[config.mk]
export PLATFORM = sky130hd
export DESIGN_NAME = pc_fetch_gen
export DESIGN_NICKNAME = d
export VERILOG_FILES = /design/src/rtl/pc_fetch_gen.sv
export SDC_FILE = /design/constraint.sdc
export NUM_CORES = 1
export LEC_CHECK = 0
export BUFFER_PORTS_ARGS = -buffer_cell sky130_fd_sc_hd__buf_2
export CORE_ASPECT_RATIO = 0.75
export CORE_MARGIN = 4
export CORE_UTILIZATION = 30
export DETAILED_ROUTE_END_ITERATION = 10
export PLACE_DENSITY = 0.52
export SETUP_SLACK_MARGIN = 0.05
export SYNTH_ARGS = -nofsm -noshare
export SYNTH_HDL_FRONTEND = slang
export SYNTH_SLANG_ARGS = --single-unit
[constraint.sdc]
create_clock -name clk -period 4 [get_ports clk]
set_input_delay 0.4 -clock clk [delete_from_list [all_inputs] [get_ports clk]]
set_output_delay 0.4 -clock clk [all_outputs]
set_load 0.01 [all_outputs]
[src/rtl/pc_fetch_gen.sv]
`default_nettype none
// ============================================================================
// Module      : pc_fetch_gen
// Description : IF-stage fetch-address generator. Presents the next fetch
//               address to instruction memory. The address advances only when
//               a fetch is accepted (ce & pc_read_ready & ~stall). A branch
//               redirect that arrives while imem is not accepting is held as a
//               pending target until it can be issued. A flush (exception)
//               overrides everything except reset. Misaligned addresses are
//               reported but still fetched.
// Ports       : clk, rst                  - clock / synchronous active-high reset
//               stall                     - CTRL stall, blocks acceptance
//               pc_read_ready             - imem took the presented pc
//               branch_flag_i             - single-cycle redirect request
//               branch_target_address_i   - redirect target
//               flush, new_pc             - exception flush and handler address
//               pc                        - fetch address (combinational)
//               ce                        - imem chip enable (registered)
//               redirect_pending_o        - a held branch target is waiting
//               misaligned_o              - pc not FETCH_BYTES aligned while ce=1
//               fetch_count_o             - accepted-fetch counter (wraps)
// Revision    : 1.0 - initial release
// ============================================================================
module pc_fetch_gen #(
  parameter int                ADDR_W       = 32,
  parameter logic [ADDR_W-1:0] RESET_VECTOR = ADDR_W'(32'hBFC00000),
  parameter int                FETCH_BYTES  = 4
) (
  input  logic              clk,
  input  logic              rst,
  input  logic              stall,
  input  logic              pc_read_ready,
  input  logic              branch_flag_i,
  input  logic [ADDR_W-1:0] branch_target_address_i,
  input  logic              flush,
  input  logic [ADDR_W-1:0] new_pc,
  output logic [ADDR_W-1:0] pc,
  output logic              ce,
  output logic              redirect_pending_o,
  output logic              misaligned_o,
  output logic [31:0]       fetch_count_o
);

  localparam int                OFS_W = $clog2(FETCH_BYTES);
  localparam logic [ADDR_W-1:0] INC   = ADDR_W'(FETCH_BYTES);

  typedef enum logic [1:0] {
    ST_RESET = 2'd0,
    ST_RUN   = 2'd1,
    ST_HOLD  = 2'd2
  } state_t;

  state_t            state_q, state_d;
  logic              ce_q, ce_d;
  logic [ADDR_W-1:0] pc_q, pc_d;
  logic              pend_q, pend_d;
  logic [ADDR_W-1:0] tgt_q, tgt_d;
  logic [31:0]       cnt_q, cnt_d;
  logic              accept;

  // Request sources are only honoured once ce is up; while ce=0 the
  // registered pc is presented unchanged.
  always_comb begin
    pc = pc_q;
    if (ce_q) begin
      if (flush)              pc = new_pc;
      else if (branch_flag_i) pc = branch_target_address_i;
      else if (pend_q)        pc = tgt_q;
    end
  end

  assign accept = ce_q & pc_read_ready & ~stall;

  always_comb begin
    state_d = state_q;
    ce_d    = ce_q;
    pc_d    = pc_q;
    pend_d  = pend_q;
    tgt_d   = tgt_q;
    cnt_d   = cnt_q;
    case (state_q)
      ST_RESET: begin
        // Leaving reset: all requests ignored this cycle, enable imem.
        state_d = ST_RUN;
        ce_d    = 1'b1;
      end
      default: begin
        if (accept) cnt_d = cnt_q + 32'd1;
        if (flush) begin
          pend_d  = 1'b0;
          state_d = ST_RUN;
          pc_d    = accept ? new_pc + INC : new_pc;
        end else if (accept) begin
          // pc already reflects any branch/pending target being issued.
          pc_d    = pc + INC;
          pend_d  = 1'b0;
          state_d = ST_RUN;
        end else if (branch_flag_i) begin
          // Newest redirect wins over an older held one.
          pend_d  = 1'b1;
          tgt_d   = branch_target_address_i;
          state_d = ST_HOLD;
        end
      end
    endcase
  end

  always_ff @(posedge clk) begin
    if (rst) begin
      state_q <= ST_RESET;
      ce_q    <= 1'b0;
      pc_q    <= RESET_VECTOR;
      pend_q  <= 1'b0;
      tgt_q   <= '0;
      cnt_q   <= '0;
    end else begin
      state_q <= state_d;
      ce_q    <= ce_d;
      pc_q    <= pc_d;
      pend_q  <= pend_d;
      tgt_q   <= tgt_d;
      cnt_q   <= cnt_d;
    end
  end

  assign ce                 = ce_q;
  assign redirect_pending_o = pend_q;
  assign fetch_count_o      = cnt_q;

  // Byte-granular fetch has no offset bits, so it can never be misaligned.
  generate
    if (OFS_W == 0) begin : g_no_offset
      assign misaligned_o = 1'b0;
    end else begin : g_offset
      assign misaligned_o = ce_q & (|pc[OFS_W-1:0]);
    end
  endgenerate

endmodule
`default_nettype wire

; Yosys cells after proc, flatten, opt, wreduce, memory -nomap -nowiden
; Index checks and enable logic that the tools add are counted.
[op_classes]
n_addsub = 3
n_bitwise = 7
n_reduce_logical = 10
mux = 14
[op_table]
columns = cell, n
row1 = 2-to-1 mux 32 bit, 7
row2 = adder 32 x 3 -> 32 bit (second input constant), 2
row3 = adder 32 x 1 -> 32 bit (second input constant), 1
row4 = 2-to-1 mux 1 bit, 7
row5 = AND reduction 2 bit, 3
row6 = NOT 1 bit, 4
row7 = AND reduction 4 bit, 1
row8 = nonzero test 4 bit, 1
row9 = OR reduction 4 bit, 1
row10 = bitwise AND 1 bit, 3
row11 = nonzero test 3 bit, 1
row12 = zero test 2 bit, 1
row13 = nonzero test 2 bit, 1
row14 = OR reduction 2 bit, 1
[totals]
regBits = 100
inputBits = 70
out_inout_bits = 67
elab_cells = 41

; Depth between registers and ports, before layout
[depth]
depth_word = 7
depth_mapped = 15
depth_no_buf = 10

; Least setup slack after synthesis
; OpenSTA, ideal clock, no wires.
[synth_path]
kind = input -> register
start = input port flush
end = register pc_q[26]
cell_stages = 15
slack_ns = 0.563
arrival_ns = 3.371
t_required_ns = 3.934
cell_sequence = buf_6 -> buf_6 -> buf_8 -> buf_2 -> clkbuf_1 -> nand2b_1 -> o21ai_0 -> a221oi_1 -> ha_1 -> and3_1 -> clkbuf_1 -> nand3_1 -> or4_1 -> a21o_1 -> a21oi_2
[synth_via]
elab_chain_cells = 5
elab_cells_between_ends = 7
[synth_rtl]
columns = item, line
row1 = "start, declared", 35  ; input logic flush,
row2 = 2-to-1 mux 32 bit, 66  ; if (flush) pc = new_pc;
row3 = 2-to-1 mux 32 bit, 65  ; if (ce_q) begin
row4 = net pc[2], 37  ; output logic [ADDR_W-1:0] pc,
row5 = adder 32 x 3 -> 32 bit, 95  ; pc_d = pc + INC;
row6 = 2-to-1 mux 32 bit, 93  ; end else if (accept) begin
row7 = 2-to-1 mux 32 bit, 89  ; if (flush) begin
row8 = "end signal, assigned", 119  ; pc_q <= pc_d;
row9 = "end, declared", 55  ; logic [ADDR_W-1:0] pc_q, pc_d;
; The timed path passes the listed nets, and every way through them passes these cells. The select of a mux whose other input is x is not followed.
; A chain may end at the register's enable or synchronous reset.

; Worst setup path after layout
[layout_path]
start = register ce_q (netlist: ce)
end = register pc_q[26]
[layout_via]
elab_chain_cells = 4
elab_cells_between_ends = 9
[layout_rtl]
columns = item, line
row1 = "start, declared", 54  ; logic ce_q, ce_d;
row2 = "start signal, assigned", 111  ; ce_q <= 1'b0;
row3 = "start signal, assigned", 118  ; ce_q <= ce_d;
row4 = 2-to-1 mux 32 bit / bitwise AND 1 bit (equally long branches), "65, 72"
row5 = adder 32 x 3 -> 32 bit / bitwise AND 1 bit (equally long branches), "95, 72"
row6 = 2-to-1 mux 32 bit (tied with other cells), 93
row7 = 2-to-1 mux 32 bit / AND reduction 2 bit (equally long branches), -
; Parallel ways exist; a longest one is shown, timed or not. The select of a mux whose other input is x is not followed.

==> reports/results.ini <==
[status]
status = complete, no violations

[worst_setup_path]
startpoint_type = flip-flop
critPathRequiredTime_ps = 4300
arrival_ps = 3450
crit_type = flip-flop to flip-flop
worst-path-max-fanout = 41
worst_setup_path_end_kind = flip-flop

[cells_and_area]
final_common_cell = buf_2
layout_common_cells = buf_2, nand2_1, dfxtp_1
area_delta_synth_final_pct = 19.3
fillers = 2213
multiInputGateArea_um2 = 4020
fin_nets = 1013
insertedDiodeCount = 0
seq_area_um2 = 2000
drive_above_1_share_pct = 22.5

[clock_network]
cts.hold.buffers_added = 0
cts_sinks = 100
cts_tree = yes
clk_pin_slew_worst_paths_ps = 80
cts_resized = 0
cts_max_level = 3
clock_latency_ps = 360
cts_buffers = 9
clock_path_buffers = 2
cts_setup_buffers = 0
cts_root_buf = clkbuf_16

[detailed_routing]
wire_per_inst_um = 18.9
ant_nets = 0
routed_wl_um = 23200
via_per_inst = 5.32
drt_first_iter_violations = 467
vias = 6530
drc = 0
first_pass_iters = 5

[timing]
finalCritPeriodShare_pct = 78.6
setup_tns_ps = 0
hold_violations = 0
worst_slack_ps = 856
worst_slew_pin_slew_ps = 955
rsz0062_at_grt = false
clock.fmax_mhz = 318
setup_viol = 0
slew_violations = 0
finClkSkew_ps = 9.99
post-route-min-period_ps = 3140
slew_headroom_pct = 36.3

[power_and_ir_drop]
p_per_area_nw_per_um2 = 351
p_leak_nw = 2.83
irDropWorstVdd_v = 0.000173
power_mw = 2.65

[place]
place.gp.congestion = 0.873
dp_slack_ps = 677
portBuffers = 136
dp.final_hpwl_um = 17000

[die]
core_area_um2 = 20500
rows = 45
dieArea_um2 = 23600
fp.dieH_um = 134
io-pin-count = 137
start_util_pct = 31.0
chipWidth_um = 176

[synthesis]
synth_cell_types = 76
synthArstFlopShare_pct = 0
synth-seq-area-share_pct = 31.5
synth_seq_cells = 100
yosys_warnings = 0
netlist_area_um2 = 6350
synth_edf_count = 0
syn_nets = 902
syn_inst = 829
syn_area_per_cell_um2 = 7.66
yosys.area.top_type = dfxtp_1
yosysTopAreaCellShare_pct = 31.5
synth_ff_type = dfxtp_1
yosys-top-cells-area = dfxtp_1, nand2_1, a21oi_1

[global_route]
grt_pass1_wl_um = 36300
grt_overflow_total = 0
antenna_found_initial = 0
grt_max_degree = 55
grt.total_usage_pct = 19.5
grt_pass1_vias = 6071

[worst_hold_path]
hold_class = primary input to flip-flop

[run]
cap_violations = 0

-- final timing paths --
kind	start	to	slack [ps]	depth (start not counted)
worst min register to register	pc_q[14]$_SDFFE_PP0P_	pc_q[14]$_SDFFE_PP0P_	450	2
worst max register to register	ce$_SDFFE_PP0P_	pc_q[26]$_SDFFE_PP1P_	860	9
worst min-delay path	branch_target_address_i[22]	tgt_q[22]$_SDFFE_PP0P_	280	3
worst max-delay path	ce$_SDFFE_PP0P_	pc_q[26]$_SDFFE_PP1P_	860	9
-- Yosys cell counts (all sizes together), types with 2 or more instances --
library cell and instances:
nand2 123, dfxtp 100, nor2 91, a21oi 82, xnor2 41, nand3 36, xor2 30, clkbuf 29
o21ai 27, buf 25, nand4 21, o22ai 21, and3 16, nor3 15, nand2b 14, nor2b 10
and4 9, mux2i 9, or3 9, or3b 9, inv 8, nor4 8, o32ai 8, a31oi 7
and2 7, o31a 7, a211oi 6, o211ai 6, a221oi 4, a22oi 4, nand3b 4, nor3b 4
a21o 3, a41oi 3, ha 3, o2111ai 3, o221ai 3, o31ai 3, a221o 2, o311ai 2
or2 2, or2b 2, or4 2
-- cell families (layout without fill, tap and decap cells) --
kind of cell / Yosys count / in the layout / share of synthesized area [%]
simple gates: 386 / 386 / 30.9
compound gates: 197 / 197 / 20.3
flops: 100 / 100 / 31.5
xor+xnor: 71 / 71 / 9.80
buf+inv: 62 / 178 / 5.26
mux: 10 / 10 / 1.60
fa+ha+maj: 3 / 3 / 0.592
-- registers in the layout, summed over array words and instances, names as in the netlist --
| signal | count |
|---|---|
| state_q | 2 |
| ce | 1 |
| pc_q | 32 |
| redirect_pending_o | 1 |
| fetch_count_o | 32 |
| tgt_q | 32 |
-- worst max-delay path: stages, from the launching register on --
cell and delay (ps):
dfxtp_2 400, buf_4 320, nand2b_1 370, o32ai_1 150, nor2_2 320, and4_1 410, nand3_1 300, or4_1 480
a21o_1 200, a21oi_2 120
-- through the flow --
step | util, % | instance area, um^2 | hold slack [ps] | std cells
CTS | 37.0 | 7570 | 274 | 1227
global route | 37.0 | 7570 | 285 | 1227
floorplan | - | 6350 | 416 | 829
detailed placement | 35.3 | 7230 | 442 | 1211
finish | 37.0 | 7570 | 285 | 1227
global placement | 35.3 | 7230 | 435 | 1211
-- per-layer routing --
layer,vias up,wire [um],part of all wire [%],global-route usage [%]
met1,3089,11700,50,30.1
li1,3194,-,-,-
met5,-,0,0,0
met2,234,9700,42,27.8
met4,0,178,0.77,3.25
met3,13,1620,7.0,4.28
-- layout make-up --
class	instances	area share, %
multi-input combinational	667	53.1
sequential	100	26.4
timing repair buffer	154	10.9
tap	282	4.66
clock buffer	9	2.97
clock inverter	7	1.50
inverter	8	0.396
-- where the power goes --
group / internal (mW) / switching [mW] / total, mW
registers: 1.03 / 0.0283 / 1.06
clock network: 0.566 / 0.459 / 1.03
logic: 0.205 / 0.362 / 0.567
Power figures use the tool's default switching activity.
